`src/rtl/seq_div_pkg.sv`:
```
// Shared types and helpers for the seq_div signed restoring divider.
package seq_div_pkg;

  typedef enum logic [1:0] {
    IDLE = 2'd0,
    CALC = 2'd1,
    FIX  = 2'd2,
    DONE = 2'd3
  } state_t;

  function automatic int calc_cnt_w(input int n);
    return (n > 1) ? $clog2(n) : 1;
  endfunction

  // Helpers work on a 64-bit sign-extended value; callers size-cast the result back.
  function automatic logic [63:0] neg64(input logic [63:0] x);
    return ~x + 64'd1;
  endfunction

  function automatic logic [63:0] abs64(input logic [63:0] x);
    return x[63] ? neg64(x) : x;
  endfunction

endpackage

```
`src/rtl/seq_div_lzc.sv`:
```
// Priority encoder: index of the most significant set bit (0 when the input is zero).
module seq_div_lzc #(
  parameter int WIDTH = 16,
  parameter int IDX_W = 4
) (
  input  logic [WIDTH-1:0] i_val,
  output logic [IDX_W-1:0] o_idx
);

  always_comb begin
    o_idx = '0;
    for (int i = 0; i < WIDTH; i++) begin
      if (i_val[i]) o_idx = IDX_W'(i);
    end
  end

endmodule

```
`src/rtl/seq_div.sv`:
```
// Iterative signed restoring divider, one quotient bit per clock, valid/ready on both sides.
// Build option SEQ_DIV_EARLY_TERM_EN skips the leading-zero iterations of |dividend|.
module seq_div
  import seq_div_pkg::*;
#(
  parameter int WIDTH_N = 16,
  parameter int WIDTH_D = 8
) (
  input  logic                      clk,
  input  logic                      rst_n,
  input  logic                      in_valid,
  output logic                      in_ready,
  input  logic signed [WIDTH_N-1:0] din_n,
  input  logic signed [WIDTH_D-1:0] din_d,
  output logic                      out_valid,
  input  logic                      out_ready,
  output logic        [WIDTH_N-1:0] dout_q,
  output logic        [WIDTH_D-1:0] dout_r,
  output logic                      div_by_zero
);

  localparam int CNT_W = calc_cnt_w(WIDTH_N);

  state_t               r_state, w_state_nx;
  logic                 r_sign_n, r_sign_d;
  logic [WIDTH_N-1:0]   r_n, r_q, r_dout_q;
  logic [WIDTH_D-1:0]   r_d, r_rem, r_dout_r;
  logic [CNT_W-1:0]     r_cnt;
  logic                 r_out_valid, r_dbz;

  logic [WIDTH_N-1:0]   w_n_abs, w_q_res;
  logic [WIDTH_D-1:0]   w_d_abs, w_r_res, w_rem_nx;
  logic [WIDTH_D:0]     w_rem_sh;
  logic [CNT_W-1:0]     w_cnt_start;
  logic                 w_d_zero, w_accept, w_fits;

  assign w_n_abs  = WIDTH_N'(abs64(64'(din_n)));
  assign w_d_abs  = WIDTH_D'(abs64(64'(din_d)));
  assign w_d_zero = (din_d == '0);
  assign w_accept = in_valid && (r_state == IDLE);

`ifdef SEQ_DIV_EARLY_TERM_EN
  seq_div_lzc #(.WIDTH(WIDTH_N), .IDX_W(CNT_W)) u_lzc (
    .i_val (w_n_abs),
    .o_idx (w_cnt_start)
  );
`else
  assign w_cnt_start = CNT_W'(WIDTH_N - 1);
`endif

  // Remainder stays below |d| <= 2^(WIDTH_D-1), so the shifted value fits WIDTH_D+1 bits.
  assign w_rem_sh = {r_rem, r_n[r_cnt]};
  assign w_fits   = (w_rem_sh >= {1'b0, r_d});
  assign w_rem_nx = w_fits ? WIDTH_D'(w_rem_sh - {1'b0, r_d}) : w_rem_sh[WIDTH_D-1:0];

  assign w_q_res = (r_sign_n ^ r_sign_d) ? WIDTH_N'(neg64(64'(r_q))) : r_q;
  assign w_r_res = r_sign_n ? WIDTH_D'(neg64(64'(r_rem))) : r_rem;

  always_ff @(posedge clk or negedge rst_n) begin
    if (!rst_n) r_state <= IDLE;
    else        r_state <= w_state_nx;
  end

  always_comb begin
    w_state_nx = r_state;
    case (r_state)
      IDLE: if (in_valid) w_state_nx = w_d_zero ? DONE : CALC;
      CALC: if (r_cnt == '0) w_state_nx = FIX;
      FIX:  w_state_nx = DONE;
      DONE: if (r_out_valid && out_ready) w_state_nx = IDLE;
      default: w_state_nx = IDLE;
    endcase
  end

  always_ff @(posedge clk or negedge rst_n) begin
    if (!rst_n) begin
      r_sign_n    <= 1'b0;
      r_sign_d    <= 1'b0;
      r_n         <= '0;
      r_d         <= '0;
      r_q         <= '0;
      r_rem       <= '0;
      r_cnt       <= '0;
      r_dout_q    <= '0;
      r_dout_r    <= '0;
      r_out_valid <= 1'b0;
      r_dbz       <= 1'b0;
    end else begin
      case (r_state)
        IDLE: if (w_accept) begin
          r_sign_n <= din_n[WIDTH_N-1];
          r_sign_d <= din_d[WIDTH_D-1];
          r_n      <= w_n_abs;
          r_d      <= w_d_abs;
          r_cnt    <= w_cnt_start;
          r_q      <= '0;
          // Zero divisor parks the raw dividend low bits here for the result load in DONE.
          r_rem    <= w_d_zero ? din_n[WIDTH_D-1:0] : '0;
        end
        CALC: begin
          r_rem <= w_rem_nx;
          r_q   <= {r_q[WIDTH_N-2:0], w_fits};
          r_cnt <= r_cnt - CNT_W'(1);
        end
        FIX: begin
          r_dout_q    <= w_q_res;
          r_dout_r    <= w_r_res;
          r_dbz       <= 1'b0;
          r_out_valid <= 1'b1;
        end
        DONE: begin
          // DONE without a valid result can only come from the zero-divisor path.
          if (!r_out_valid) begin
            r_dout_q    <= '1;
            r_dout_r    <= r_rem;
            r_dbz       <= 1'b1;
            r_out_valid <= 1'b1;
          end else if (out_ready) begin
            r_out_valid <= 1'b0;
          end
        end
        default: ;
      endcase
    end
  end

  assign in_ready    = (r_state == IDLE);
  assign out_valid   = r_out_valid;
  assign dout_q      = r_dout_q;
  assign dout_r      = r_dout_r;
  assign div_by_zero = r_dbz;

endmodule

```
`config.mk`:
```
export PLATFORM = sky130hd
export DESIGN_NAME = seq_div
export DESIGN_NICKNAME = d
export VERILOG_FILES = /design/src/rtl/seq_div_pkg.sv /design/src/rtl/seq_div_lzc.sv /design/src/rtl/seq_div.sv
export SDC_FILE = /design/constraint.sdc
export NUM_CORES = 1
export LEC_CHECK = 0
export CORE_ASPECT_RATIO = 0.75
export CORE_MARGIN = 1.5
export CORE_UTILIZATION = 61
export DETAILED_ROUTE_END_ITERATION = 7
export PLACE_DENSITY = 0.86
export SLEW_MARGIN = 10
export SYNTH_ARGS = -nofsm -noshare
export SYNTH_HDL_FRONTEND = slang
export SYNTH_HIERARCHICAL = 1
export SYNTH_SLANG_ARGS = --single-unit
```
`constraint.sdc`:
```
create_clock -name clk -period 5.3 [get_ports clk]
set_clock_uncertainty 0.15 [all_clocks]
set_input_delay 0.795 -clock clk [delete_from_list [all_inputs] [get_ports clk]]
set_output_delay 0.795 -clock clk [all_outputs]
set_load 0.05 [all_outputs]
```
==> run summary <==
* **run status** finished, final reports clean
* **sequential share of the synthesized area** 0.432
* **proportion of total power due to net switching** 0.489
* **Period Utilization, post-route** 0.683
* **number of diodes added for antenna fixing** 0
* **I/O pin count** 55
* **fraction of synthesized cell area in xor and xnor cells** 0.0811
* **number of gates resized after cts** 0
* **transition time at the pin with the least slew margin** 1.13 ns
* **dominant cell by count in the synthesized netlist** dfrtp_1
* **Arrival @ worst endpoint** 3.74 ns
* **Max Fclk** 0.276 GHz
* **syn avg cell area** 8.98 um2
* **met2 routed wirelength** 5.37 mm
* **total of warnings raised by yosys** 6
* **cts bufs inserted** 9
* **final setup violation count** 0
* **clock slew at reported path FFs** 0.09 ns
* **cell-by-cell trace of the critical path** mux4_2, mux4_2, inv_1, ha_1, nor2b_1, o31a_1, o31ai_1, nand2_1, mux2_2, o21ai_0
* **number of synthesized flops with an enable pin** 0
* **multiplexer share of the synthesized area** 0.0461
* **cell type contributing the most total cell area after synthesis** dfrtp_1
* **Clk network pwr share** 0.130
* **placement-stage worst setup slack** 1.74 ns
* **DIE AREA** 8330 um2
* **biggest area contributors in the synthesized netlist** dfrtp_1 43%, nand2_1 5.8%, o21ai_0 4.9%
* **buffers from clock root to sink, at most** 2
* **hold buffer count at cts** 0
* **setup repair after global routing missed its margin** no
* **Port-buffer cells** 54
* **global-route wire length before repair** 19.0 mm
* **Final HPWL DP** 8.29 mm
* **Reg power frac** 0.289
* **main combinational cell family by area after synthesis** simple AND/OR/NAND/NOR gates
* **summed instance area of the synthesized netlist** 4750 um2
* **via-per-instance ratio** 6.04
* **clock tree from TritonCTS** done
* **net switching power** 1.80 mW
* **required time of the critical path** 5.43 ns
* **synthesized instance count** 529
* **insertion delay to the later sink of the worst-skew pair** 0.36 ns
* **final antenna-violating net count** 0
* **largest net degree at the start of global routing** 83
* **met3 routed WL** 929 um
* **cell type with the highest occurrence count on the critical path** mux4_2
* **simple-gate area share of the yosys netlist** 0.175
* **post-detailed-routing wire length** 11.6 mm
* **area grow syn2layout** 16.7%
* **placeable core area** 7430 um2
* **Adder-Cell Fraction of Synth Area** 0.0490
* **count of vias placed by the detailed router** 4094
* **Min Clock Period, post-route** 3.62 ns
* **max-slew violation count** 0
* **cell-internal power** 1.88 mW
* **Max-cap violations** 0
* **worst path setup slack after routing** 1.68 ns
* **most frequent cells after synthesis** 82 x dfrtp_1, 73 x nand2_1, 49 x nor2_1
* **endpoints failing hold** 0
* **via count of the first global-routing pass** 3806
* **ys flop type** dfrtp_1
* **asr flop ratio synth** 1.00
* **count of buffer and inverter cells on the critical path** 1
* **number of antenna violations at the first check in global routing** 0
* **topmost layer with routed signal wires** met4
* **Critical Setup Path Class** reg2reg
* **number of design rule violations left after detail routing** 0
* **Hold Path Class** reg2reg
* **gr usage total** 0.293
* **placer congestion estimate** 0.917
* **violation count after the first detailed-route iteration** 375
* **headroom to the max-slew limit** 0.246
* **number of nets at the end of the flow** 618
* **root buffer cell** clkbuf_8
* **relative contribution of combinational cells to total power** 0.582
* **total routed wire length on the met1 layer** 5.11 mm
* **Avg WL per Cell** 17.1 um
* **die span in y** 79.4 um
* **sort of element at the end of the critical path** flop
* **gate family responsible for the most delay along the worst path** multiplexers
* **number of placement rows** 27
* **post-synth cell types** 48
* **leakage power figure** 2.41 nW
* **number of optimization iterations in the first detailed-route pass** 5
* **Worst VDD drop** 0.410 mV
* **post-CTS setup buffer count** 0
* **starting utilization of the core area** 0.639
* **top cell type's share of synthesized area** 0.432
* **layout cells sized above 1** 0.0780
* **die span in x** 105 um
* **number of H-tree levels** 3
* **remaining global-route overflow** 0
* **critical path startpoint category** flop
* **number of nets produced by synthesis** 575
* **worst-path cell with the longest stage delay** dfrtp_1
* **largest stage delay on the critical path** 0.55 ns
* **setup total negative slack** 0 ns
* **count of fill cells added during filler insertion** 548
* **post-synthesis sequential element count** 82
* **pwr dens** 663 nW/um2
* **synthesized-area fraction occupied by ao, oa, aoi and oai cells** 0.171
* **# clock sinks** 82
* **critical-path maximum fanout** 9
==> worst paths after layout <==
kind / startpoint / end / depth (start not counted) / slack, ns
min in group asynchronous: rst_n / r_d[4]$_DFFE_PN0P_ / 1 / 0.44
min: r_n[7]$_DFFE_PN0P_ / r_n[7]$_DFFE_PN0P_ / 2 / 0.33
min reg2reg: r_n[7]$_DFFE_PN0P_ / r_n[7]$_DFFE_PN0P_ / 2 / 0.33
max in group asynchronous: rst_n / r_d[1]$_DFFE_PN0P_ / 1 / 3.89
max: r_cnt[0]$_DFFE_PN0P_ / r_rem[0]$_DFFE_PN0P_ / 10 / 1.68
max reg2reg: r_cnt[0]$_DFFE_PN0P_ / r_rem[0]$_DFFE_PN0P_ / 10 / 1.68
==> registers in the layout, indices dropped and copies added (netlist names) <==
name / cells
dout_q: 16
r_rem: 8
r_d: 8
r_state: 2
r_n: 16
r_q: 16
out_valid: 1
r_sign_n: 1
dout_r: 8
div_by_zero: 1
r_cnt: 4
r_sign_d: 1
==> cell families after synthesis <==
logic type                 count (synthesis)
and+or+nand+nor                          179
muxes                                     15
adders and majority gates                 18
xor gates and xnor gates                  44
DFF                                       82
AOI/OAI and AO/OA                        135
buffers and inverters                     56
==> per-stage QoR <==
step            util  area (um2)  hold slack (ns)  power, mW  instances
2_1_floorplan      -        4750            0.288       2.57        529
3_5_place_dp   0.719        5340            0.315       3.17        662
6_report       0.746        5540            0.332       3.68        678
4_1_cts        0.746        5540            0.336       3.66        678
5_1_grt        0.746        5540            0.364       3.91        678
3_3_place_gp   0.719        5340            0.313       3.11        662
==> placed cells by master, fill, tap and decap left out, types with 16 or more instances in the layout <==
master | netlist | final
a21oi_1 | 36 | 35
clkdlybuf4s50_1 | 0 | 53
dfrtp_1 | 82 | 82
ha_1 | 17 | 17
inv_1 | 30 | 30
nand2_1 | 73 | 73
nand3_1 | 16 | 16
nor2_1 | 49 | 49
o21ai_0 | 47 | 47
xnor2_1 | 20 | 20
xor2_1 | 24 | 24
==> per-layer routing <==
layer | track usage | vias to the layer above
li1 | - | 1923
met1 | 0.420 | 1967
met2 | 0.458 | 183
met3 | 0.0596 | 21
met4 | 0.0808 | 0
met5 | 0 | -
==> cell type report <==
class	count	area (um2)	area share
inverter	30	113	0.0203
clock buffer	9	124	0.0223
timing repair buffer	58	568	0.102
clock inverter	7	76.3	0.0138
tap	101	126	0.0228
multi-input combinational	391	2480	0.448
sequential	82	2050	0.370
==> power by group through the flow <==
stage	registers (mW)	logic, mW	clock network, mW
detailed placement	1.07	2.10	0
finish	1.06	2.14	0.476
global placement	1.05	2.06	0
global route	1.09	2.31	0.506
floorplan	1.34	1.23	0
CTS	1.06	2.12	0.478
==> worst min-delay path, delay by kind of cell (launching register included) <==
kind	cells	cell delay, ns
flip-flops	1	0.35
AO/OA/AOI/OAI	1	0.06
AND/OR/NAND/NOR	1	0.04
Note: power is estimated with default switching activity, not from simulation.
==> variant: new RTL, config.mk and constraints unchanged <==
Set the parameter `WIDTH_N` to 20 (it was 16).
--- a/src/rtl/seq_div.sv
+++ b/src/rtl/seq_div.sv
@@ -3,7 +3,7 @@
 module seq_div
   import seq_div_pkg::*;
 #(
-  parameter int WIDTH_N = 16,
+  parameter int WIDTH_N = 20,
   parameter int WIDTH_D = 8
 ) (
   input  logic                      clk,
Ports: changed (resized din_n and dout_q); port bits go from 55 to 63. The function was not compared with the original's and may differ.
==> variant against the original RTL <==
Clock power increased by 25%. Via count grew 8.8%. Setup slack got worse by 0.28 ns. Power is 23% higher. Wire length up 13%. Final area grew 14%. Non-clock buffer count rose by 8. Sequential cell count grew 13. Critical path depth unchanged. Area after synthesis increased by 12%. Synthesized cell count is 8.5% higher. Final cell count is 8.7% higher. Sequential share of layout area grew 0.73 points.
==> variant: results (changes against the original RTL) <==
- The wire length of the first global-routing pass is 22,000 um (+16%).
- The wire length on met1 is 5710 um (+12%).
- The number of signal-net buffers in the layout is 66 (+14%).
- The number of input and output port buffers inserted is 62 (+15%).
- The number of fill cells in the layout is 643 (+17%).
- The switching portion of total power is 0.486 (-0.00286).
- The total nets after synthesis is 625 (+8.7%).
- The sequential-cell power consumption is 0.00129 W (+22%).
- In the synthesized netlist, the cells that appear most often are 95 x sky130_fd_sc_hd__dfrtp_1, 62 x sky130_fd_sc_hd__nor2_1, 56 x sky130_fd_sc_hd__nand2_1, 55 x sky130_fd_sc_hd__a21oi_1, 46 x sky130_fd_sc_hd__o21ai_0.
- The number of register bits inferred by synthesis came to 95 (+16%).
- The pin count of the biggest net entering global routing is 61 (-27%).
- The met1 demand-to-capacity share in global routing was 0.407 (-0.0129).
- The net count of the finished layout was 675 (+9.2%).
- The total track usage came to 0.297 (+0.00387).
- The sequential share of the synthesized area is 0.445 (+0.0131).
- The via count of the first global-routing pass is 4,466 (+17%).
- The wire length reported by the detailed router is 13,100 um (+13%).
- The share of final-layout standard cells stronger than drive strength 1 was 0.0636 (-0.0144).
- The fraction of area in non-clock buffers was 0.103 (+0.000440).
- The worst relative slew slack is 0.223 (-0.0229).
- By area the synthesized netlist is led by sky130_fd_sc_hd__dfrtp_1 44%, sky130_fd_sc_hd__a21oi_1 5.2%, sky130_fd_sc_hd__nor2_1 4.4%, sky130_fd_sc_hd__o21ai_0 4.3%, sky130_fd_sc_hd__xor2_1 4.3%.
- The wire length on met3 came to 795 um (-14%).
- The count of inverters not on the clock network in the layout is 27 (-10%).
- The clock latency at the later pin of the worst-skew pair is 0.34 ns (-0.02 ns).
- The synthesized netlist cell count is 574 (+8.5%).
- The clock network contribution to total cell area is 0.0423 (+0.00620).
- The cell type group with the largest total delay on the critical path is compound AO/OA/AOI/OAI gates.
- The run finished with clean final reports.
- The total met2 wirelength after detailed routing was 6320 um (+18%).
==> variant: metrics by stage <==
step | area (um^2) | total power (W) | hold WS, ns | setup WS (ns)
after CTS | 6300 | 0.00450 | 0.342 | 1.46
after detailed placement | 6030 | 0.00387 | 0.327 | 1.49
after global placement | 6030 | 0.00377 | 0.318 | 1.69
after global routing | 6300 | 0.00484 | 0.360 | 1.16
final | 6300 | 0.00453 | 0.342 | 1.40
after floorplan | 5340 | 0.00313 | 0.295 | 2.01
==> variant: kinds of logic (layout without fill, tap and decap cells) <==
logic type               count (synthesis)  after routing  share of synthesized area
adder cells (fa/ha/maj)                 19             19                     0.0459
multiplexers                            17             17                     0.0398
buffers and inverters                   54            109                     0.0382
XOR/XNOR                                49             49                     0.0803
flip-flops                              95             95                      0.445
AO/OA/AOI/OAI                          170            170                      0.203
AND/OR/NAND/NOR                        170            170                      0.148
